## src/rtl/vga_pkg.sv

```systemverilog
// Shared VGA constants: default 640x480@60 timing, derived totals, RGB565 colours.
// Imported by the controller, its counter block and the screen generators.
package vga_pkg;

  localparam int COORD_W = 32'd10;
  localparam int COLOR_W = 32'd16;

  localparam int H_SYNC  = 32'd96;
  localparam int H_BACK  = 32'd48;
  localparam int H_VALID = 32'd640;
  localparam int H_FRONT = 32'd16;
  localparam int V_SYNC  = 32'd2;
  localparam int V_BACK  = 32'd33;
  localparam int V_VALID = 32'd480;
  localparam int V_FRONT = 32'd10;
  localparam logic SYNC_POL = 1'b0;

  localparam int H_TOTAL = H_SYNC + H_BACK + H_VALID + H_FRONT;
  localparam int V_TOTAL = V_SYNC + V_BACK + V_VALID + V_FRONT;
  localparam int H_ACT   = H_SYNC + H_BACK;
  localparam int V_ACT   = V_SYNC + V_BACK;

  localparam logic [COLOR_W-1:0] RED   = 16'hF800;
  localparam logic [COLOR_W-1:0] WHITE = 16'hFFFF;
  localparam logic [COLOR_W-1:0] BLACK = 16'h0000;

  localparam logic [COORD_W-1:0] PIX_INVALID = 10'h3FF;

endpackage

```

## src/rtl/vga_if.sv

```systemverilog
// Display-path bus: pixel fetch towards the screen generators plus the VGA pin outputs.
interface vga_if;
  import vga_pkg::*;

  logic [COLOR_W-1:0] pix_data;
  logic [COORD_W-1:0] pix_x;
  logic [COORD_W-1:0] pix_y;
  logic               pix_data_req;
  logic               hsync;
  logic               vsync;
  logic [COLOR_W-1:0] rgb;
  logic               rgb_valid;
  logic               frame_start;

  modport master (
    input  pix_data,
    output pix_x, pix_y, pix_data_req,
    output hsync, vsync, rgb, rgb_valid, frame_start
  );

  modport slave (
    output pix_data,
    input  pix_x, pix_y, pix_data_req,
    input  hsync, vsync, rgb, rgb_valid, frame_start
  );
endinterface

```

## src/rtl/vga_timing_cnt.sv

```systemverilog
// Horizontal/vertical position counters; both wrap together at the end of a frame.
module vga_timing_cnt
  import vga_pkg::*;
#(
  parameter int H_LEN = vga_pkg::H_TOTAL,
  parameter int V_LEN = vga_pkg::V_TOTAL
) (
  input  logic               clk,
  input  logic               rst,
  output logic [COORD_W-1:0] cnt_h,
  output logic [COORD_W-1:0] cnt_v
);

  localparam logic [COORD_W-1:0] H_LAST = COORD_W'(H_LEN - 1);
  localparam logic [COORD_W-1:0] V_LAST = COORD_W'(V_LEN - 1);

  logic [COORD_W-1:0] cnt_h_r;
  logic [COORD_W-1:0] cnt_v_r;
  logic               h_end_s;
  logic               v_end_s;

  assign h_end_s = (cnt_h_r == H_LAST);
  assign v_end_s = (cnt_v_r == V_LAST);

  // Pixel counter every cycle; line counter advances on the last pixel of a line
  always_ff @(posedge clk) begin
    if (rst) begin
      cnt_h_r <= 10'd0;
      cnt_v_r <= 10'd0;
    end else if (h_end_s) begin
      cnt_h_r <= 10'd0;
      if (v_end_s) begin
        cnt_v_r <= 10'd0;
      end else begin
        cnt_v_r <= cnt_v_r + 10'd1;
      end
    end else begin
      cnt_h_r <= cnt_h_r + 10'd1;
    end
  end

  assign cnt_h = cnt_h_r;
  assign cnt_v = cnt_v_r;

endmodule

```

## src/rtl/vga_ctrl.sv

```systemverilog
// VGA timing generator and pixel fetcher: decodes the counter position into fetch
// coordinates and registers rgb/sync/valid/frame_start one cycle behind that position.
module vga_ctrl
  import vga_pkg::*;
#(
  parameter int   H_SYNC   = vga_pkg::H_SYNC,
  parameter int   H_BACK   = vga_pkg::H_BACK,
  parameter int   H_VALID  = vga_pkg::H_VALID,
  parameter int   H_FRONT  = vga_pkg::H_FRONT,
  parameter int   V_SYNC   = vga_pkg::V_SYNC,
  parameter int   V_BACK   = vga_pkg::V_BACK,
  parameter int   V_VALID  = vga_pkg::V_VALID,
  parameter int   V_FRONT  = vga_pkg::V_FRONT,
  parameter logic SYNC_POL = vga_pkg::SYNC_POL
) (
  input  logic  vga_clk,
  input  logic  sys_rst,
  vga_if.master bus
);

  localparam int H_TOT = H_SYNC + H_BACK + H_VALID + H_FRONT;
  localparam int V_TOT = V_SYNC + V_BACK + V_VALID + V_FRONT;

  localparam logic [COORD_W-1:0] H_STA_W  = COORD_W'(H_SYNC + H_BACK);
  localparam logic [COORD_W-1:0] V_STA_W  = COORD_W'(V_SYNC + V_BACK);
  localparam logic [COORD_W-1:0] H_END_W  = COORD_W'(H_SYNC + H_BACK + H_VALID);
  localparam logic [COORD_W-1:0] V_END_W  = COORD_W'(V_SYNC + V_BACK + V_VALID);
  localparam logic [COORD_W-1:0] H_SYNC_W = COORD_W'(H_SYNC);
  localparam logic [COORD_W-1:0] V_SYNC_W = COORD_W'(V_SYNC);

  logic [COORD_W-1:0] cnt_h_s;
  logic [COORD_W-1:0] cnt_v_s;
  logic               active_s;
  logic [COORD_W-1:0] pix_x_s;
  logic [COORD_W-1:0] pix_y_s;

  logic [COLOR_W-1:0] rgb_r;
  logic               rgb_valid_r;
  logic               hsync_r;
  logic               vsync_r;
  logic               frame_start_r;

  vga_timing_cnt #(
    .H_LEN (H_TOT),
    .V_LEN (V_TOT)
  ) u_cnt (
    .clk   (vga_clk),
    .rst   (sys_rst),
    .cnt_h (cnt_h_s),
    .cnt_v (cnt_v_s)
  );

  // Active-region decode and fetch coordinates for the screen generators
  always_comb begin
    active_s = (cnt_h_s >= H_STA_W) && (cnt_h_s < H_END_W) &&
               (cnt_v_s >= V_STA_W) && (cnt_v_s < V_END_W);
    if (active_s) begin
      pix_x_s = cnt_h_s - H_STA_W;
      pix_y_s = cnt_v_s - V_STA_W;
    end else begin
      pix_x_s = PIX_INVALID;
      pix_y_s = PIX_INVALID;
    end
  end

  // Output stage: everything lags the counter position by exactly one cycle
  always_ff @(posedge vga_clk) begin
    if (sys_rst) begin
      rgb_r         <= BLACK;
      rgb_valid_r   <= 1'b0;
      hsync_r       <= ~SYNC_POL;
      vsync_r       <= ~SYNC_POL;
      frame_start_r <= 1'b0;
    end else begin
      if (active_s) begin
        rgb_r <= bus.pix_data;
      end else begin
        rgb_r <= BLACK;
      end
      rgb_valid_r   <= active_s;
      hsync_r       <= (cnt_h_s < H_SYNC_W) ? SYNC_POL : ~SYNC_POL;
      vsync_r       <= (cnt_v_s < V_SYNC_W) ? SYNC_POL : ~SYNC_POL;
      frame_start_r <= (cnt_h_s == 10'd0) && (cnt_v_s == 10'd0);
    end
  end

  assign bus.pix_x        = pix_x_s;
  assign bus.pix_y        = pix_y_s;
  assign bus.pix_data_req = active_s;
  assign bus.rgb          = rgb_r;
  assign bus.rgb_valid    = rgb_valid_r;
  assign bus.hsync        = hsync_r;
  assign bus.vsync        = vsync_r;
  assign bus.frame_start  = frame_start_r;

endmodule

```

## src/flat_wrapper.sv

```systemverilog
// flat-port wrapper written by rule: the top's interface ports become plain ports
module vga_ctrl_flat import vga_pkg::*;
#(
  parameter int   H_SYNC   = vga_pkg::H_SYNC,
  parameter int   H_BACK   = vga_pkg::H_BACK,
  parameter int   H_VALID  = vga_pkg::H_VALID,
  parameter int   H_FRONT  = vga_pkg::H_FRONT,
  parameter int   V_SYNC   = vga_pkg::V_SYNC,
  parameter int   V_BACK   = vga_pkg::V_BACK,
  parameter int   V_VALID  = vga_pkg::V_VALID,
  parameter int   V_FRONT  = vga_pkg::V_FRONT,
  parameter logic SYNC_POL = vga_pkg::SYNC_POL
)
  (vga_clk, sys_rst, bus_pix_data, bus_pix_x, bus_pix_y, bus_pix_data_req, bus_hsync, bus_vsync, bus_rgb, bus_rgb_valid, bus_frame_start);
  vga_if bus_i ();
  input  logic vga_clk;
  input  logic sys_rst;
  input wire logic [$bits(bus_i.pix_data)-1:0] bus_pix_data;
  output wire logic [$bits(bus_i.pix_x)-1:0] bus_pix_x;
  output wire logic [$bits(bus_i.pix_y)-1:0] bus_pix_y;
  output wire logic [$bits(bus_i.pix_data_req)-1:0] bus_pix_data_req;
  output wire logic [$bits(bus_i.hsync)-1:0] bus_hsync;
  output wire logic [$bits(bus_i.vsync)-1:0] bus_vsync;
  output wire logic [$bits(bus_i.rgb)-1:0] bus_rgb;
  output wire logic [$bits(bus_i.rgb_valid)-1:0] bus_rgb_valid;
  output wire logic [$bits(bus_i.frame_start)-1:0] bus_frame_start;
  assign bus_i.pix_data = bus_pix_data;
  assign bus_pix_x = bus_i.pix_x;
  assign bus_pix_y = bus_i.pix_y;
  assign bus_pix_data_req = bus_i.pix_data_req;
  assign bus_hsync = bus_i.hsync;
  assign bus_vsync = bus_i.vsync;
  assign bus_rgb = bus_i.rgb;
  assign bus_rgb_valid = bus_i.rgb_valid;
  assign bus_frame_start = bus_i.frame_start;
  vga_ctrl #(.H_SYNC(H_SYNC), .H_BACK(H_BACK), .H_VALID(H_VALID), .H_FRONT(H_FRONT), .V_SYNC(V_SYNC), .V_BACK(V_BACK), .V_VALID(V_VALID), .V_FRONT(V_FRONT), .SYNC_POL(SYNC_POL)) u_core (.vga_clk(vga_clk), .sys_rst(sys_rst), .bus(bus_i));
endmodule
```

## config.mk

```make
export PLATFORM = sky130hd
export DESIGN_NAME = vga_ctrl_flat
export DESIGN_NICKNAME = d
export VERILOG_FILES = /design/src/rtl/vga_pkg.sv /design/src/rtl/vga_if.sv /design/src/rtl/vga_timing_cnt.sv /design/src/rtl/vga_ctrl.sv /design/src/flat_wrapper.sv
export SDC_FILE = /design/constraint.sdc
export NUM_CORES = 1
export LEC_CHECK = 0
export ABC_AREA = 1
export BUFFER_PORTS_ARGS = -buffer_cell sky130_fd_sc_hd__buf_2
export CAP_MARGIN = 0
export CORE_ASPECT_RATIO = 0.8
export CORE_MARGIN = 3
export CORE_UTILIZATION = 47
export CTS_CLUSTER_SIZE = 30
export DETAILED_ROUTE_END_ITERATION = 12
export PLACE_DENSITY_LB_ADDON = 0.15
export SYNTH_ARGS = -nofsm -noshare
export SYNTH_HDL_FRONTEND = slang
export SYNTH_SLANG_ARGS = --single-unit
```

## constraint.sdc

```tcl
create_clock -name vga_clk -period 1.92 [get_ports vga_clk]
set_clock_uncertainty 0.1 [all_clocks]
set_input_delay 0.384 -clock vga_clk [delete_from_list [all_inputs] [get_ports vga_clk]]
set_output_delay 0.384 -clock vga_clk [all_outputs]
set_load 0.01 [all_outputs]
```

==> run_results.csv <==
group,metric,value,unit
outcome,status,"complete, but fails checks",
outcome,violations,"negative setup slack",
min_path,hold_path_class,"primary input to flip-flop",
pwr,static-leakage-power,1.57,nW
worst_setup_path,max_stage_delay,0.37,ns
timing,finalSetupViolCount,26,
placement,postPlaceCellArea,2650,sq um
route,wl_per_cell,12.2,microns
cts,cts_tree,"done",
final_layout,fill_cells,352,
worst_setup_path,worstSetupPathType,"flip-flop to output port",
yosys,postSynthAreaPerCell,7.14,sq um
die,start_util,0.493,
die,core.rowCount,21,
timing,fin_crit,2.30,ns
yosys,synth_cell_types,24,
die,die_h,65.6,microns
timing,drv_slew,0,
cts,numClockSinks,40,
final_layout,design_area,3050,sq um
final_layout,area_growth,46.3,%
worst_setup_path,worst_r2r_path_depth,11,
route,avgViaCountPerCell,4.77,
yosys,netlist_area,2080,sq um
yosys,ys_seq_area_frac,0.384,
timing,worst_slack,-0.376,ns
placement,dp_cells,429,
cts,numCtsBuffers,5,
timing,fmax,436,MHz
timing,hold_slack,0.192,ns
pwr,ir_drop,0.379,mV
yosys,ys_warn_count,0,
cts,insertion_delay,0.30,ns
timing,period_share,1.20,
route,vias,2110,
global_route,antenna_found_initial,0,
yosys,synth_nets,318,
final_layout,multiInputGateArea,1170,sq um
timing,finalHoldViolations,0,
global_route,grt_max_degree,17,
timing,tightest_slew,0.466,ns
placement,dp_hpwl,3.83,mm
timing,slew_headroom,0.687,
worst_setup_path,cp_top_family,"buffers and inverters",
yosys,yosys.area.top_type,"dfxtp_1",
route,dr.pass1.iters,4,
yosys,synth_top_cell_area_share,0.384,
final_layout,antenna_cells,0,
die,die_area,5280,sq um
yosys,ys_ff_latch,40,
final_layout,ff_latch_area,816,sq um
global_route,grt_pass1_vias,1992,
global_route,grt_util_all_layers,0.205,
worst_setup_path,cpMaxStageDelayCell,"dfxtp_4",
yosys,syn_inst,292,
worst_setup_path,crit_required,1.44,ns
placement,numPortBuffers,58,
cts,clockBufferDepth,2,
route,wl,5.40,mm
route,first_iter_violations,101,
pwr,power_density,552,nW/um^2
worst_setup_path,path_cells,"inv_2, ha_4, inv_1, o21bai_1, nand3_2, nor2_4, buf_12, nand3_1, buf_2",
worst_setup_path,crit_fanout,8,
final_layout,instances_no_fill,442,
worst_setup_path,cp-end-kind,"output port",
placement,place_ws,-0.00663,ns
final_layout,final_nets,410,
yosys,synthTopCellsByArea,"dfxtp_1, nand2_1, inv_1, nor2_4, nor2_1",
cts,cts-htree-levels,2,
final_layout,drive_gt1_frac,0.403,
cts,cts-root-buf,"clkbuf_8",
placement,gp_congestion,0.882,
die,die_w,80.5,microns
timing,rsz0062_at_grt,"yes",
worst_setup_path,arrival,1.81,ns
route,ant_nets,0,
die,ioPinCount,59,
job,drv_cap,0,
worst_setup_path,critPathBufInv,4,
worst_setup_path,worst-path-stages,9,
route,drcViolationCount,0,
worst_setup_path,worstSetupStartpointType,"flip-flop",
global_route,grt_pass1_wl,8.53,mm
min_path,whs_path_depth,3,
cts,cts.reportedPaths.clkPinSlew,0.08,ns
global_route,grt-ovfl-total,0,
final_layout,fin_util,0.721,
die,core,4230,sq um
==> power by group <==
group | leakage (nW) | internal, mW | switching (mW) | total [mW]
combinational | 1.18 | 0.0467 | 0.0554 | 0.102
sequential | 0.328 | 0.836 | 0.00447 | 0.841
clock | 0.0614 | 0.425 | 0.316 | 0.741
==> Yosys cell counts <==
library cell  instances
nor3_1                5
dfxtp_1              40
inv_2                 4
nor3b_1               1
inv_1                52
buf_8                 1
xnor2_1               1
xor2_1                9
buf_6                 1
nand3_1              17
nand4_1               9
nor2_4               13
a21oi_1               7
nand2_1              75
buf_2                 3
o22ai_1               2
nand2_2               1
nor2_1               33
nand3b_1              1
nand2_4               1
o21ai_0               6
o21bai_1              1
and2_4                1
ha_1                  8
==> repair_timing <==
| item | CTS | global route |
|---|---|---|
| hold buffers | 0 | 0 |
| setup buffers | 1 | 3 |
| resized for setup | 10 | 49 |
| setup endpoints to repair | 21 | 55 |
| gates cloned | 0 | 2 |
| pin swaps | 0 | 3 |
==> worst min-delay path, delay by kind of cell <==
| family | cells | cell delay (ns) |
|---|---|---|
| buf+inv | 2 | 0.13 |
| simple gates | 1 | 0.03 |
==> placed cells by master (no fill, tap or decap), drive strengths merged <==
| cell type | netlist | final |
|---|---|---|
| o22ai | 2 | 2 |
| o21bai | 1 | 1 |
| nor3 | 5 | 5 |
| nand2 | 77 | 77 |
| o21ai | 6 | 6 |
| bufinv | 0 | 1 |
| nor2 | 46 | 46 |
| nand3 | 17 | 17 |
| and2 | 1 | 1 |
| xnor2 | 1 | 1 |
| xor2 | 9 | 9 |
| inv | 56 | 56 |
| dfxtp | 40 | 40 |
| ha | 8 | 8 |
| buf | 5 | 88 |
| nand3b | 1 | 1 |
| nor3b | 1 | 1 |
| clkinv | 0 | 1 |
| clkbuf | 0 | 8 |
| a21oi | 7 | 7 |
| nand4 | 9 | 9 |
==> through the flow <==
| step | total power, mW | setup TNS, ns |
|---|---|---|
| after floorplan | 0.905 | -0.00303 |
| after global routing | 1.75 | -10.17 |
| after CTS | 1.68 | -5.27 |
| after global placement | 0.943 | -0.00327 |
| final | 1.68 | -7.40 |
| after detailed placement | 0.946 | -0.0129 |
==> sequential cells by signal, indices dropped and copies added (netlist names) <==
| signal | cells |
|---|---|
| u_core.bus.hsync | 1 |
| u_core.bus.vsync | 1 |
| u_core.bus.rgb_valid | 1 |
| u_core.u_cnt.cnt_h | 10 |
| u_core.bus.rgb | 16 |
| u_core.u_cnt.cnt_v | 10 |
| u_core.bus.frame_start | 1 |
==> final timing paths <==
kind                                            start                     to  slack (ns)
worst max-delay path            u_core.u_cnt.cnt_h[4]           bus_pix_x[9]       -0.38
worst min-delay path                  bus_pix_data[4]      u_core.bus.rgb[4]        0.19
worst max register to register  u_core.u_cnt.cnt_h[4]      u_core.bus.rgb[2]       -0.02
worst min register to register  u_core.u_cnt.cnt_h[0]  u_core.u_cnt.cnt_h[0]        0.44
==> layer usage <==
| metal | vias up | global-route usage | share of wire |
|---|---|---|---|
| li1 | 1066 | - | - |
| met5 | - | 0 | 0 |
| met1 | 974 | 0.271 | 0.46 |
| met3 | 9 | 0.0562 | 0.069 |
| met2 | 61 | 0.324 | 0.46 |
| met4 | 0 | 0.0675 | 0.017 |
==> area by class of cell <==
class,count,share of cell area
Sequential cell,40,0.267
Clock inverter,2,0.0127
Tap cell,57,0.0234
Clock buffer,6,0.0271
Inverter,56,0.0697
Timing Repair Buffer,90,0.215
Multi-Input combinational cell,191,0.384
==> logic make-up (layout without fill, tap and decap cells) <==
family / Yosys count / in the layout / share of synthesized area
and+or+nand+nor: 157 / 157 / 0.364
buffers and inverters: 61 / 154 / 0.121
DFF: 40 / 40 / 0.384
AOI/OAI and AO/OA: 16 / 16 / 0.0408
xor gates and xnor gates: 10 / 10 / 0.0420
adders and majority gates: 8 / 8 / 0.0480
Note: power is estimated with default switching activity, not from simulation.
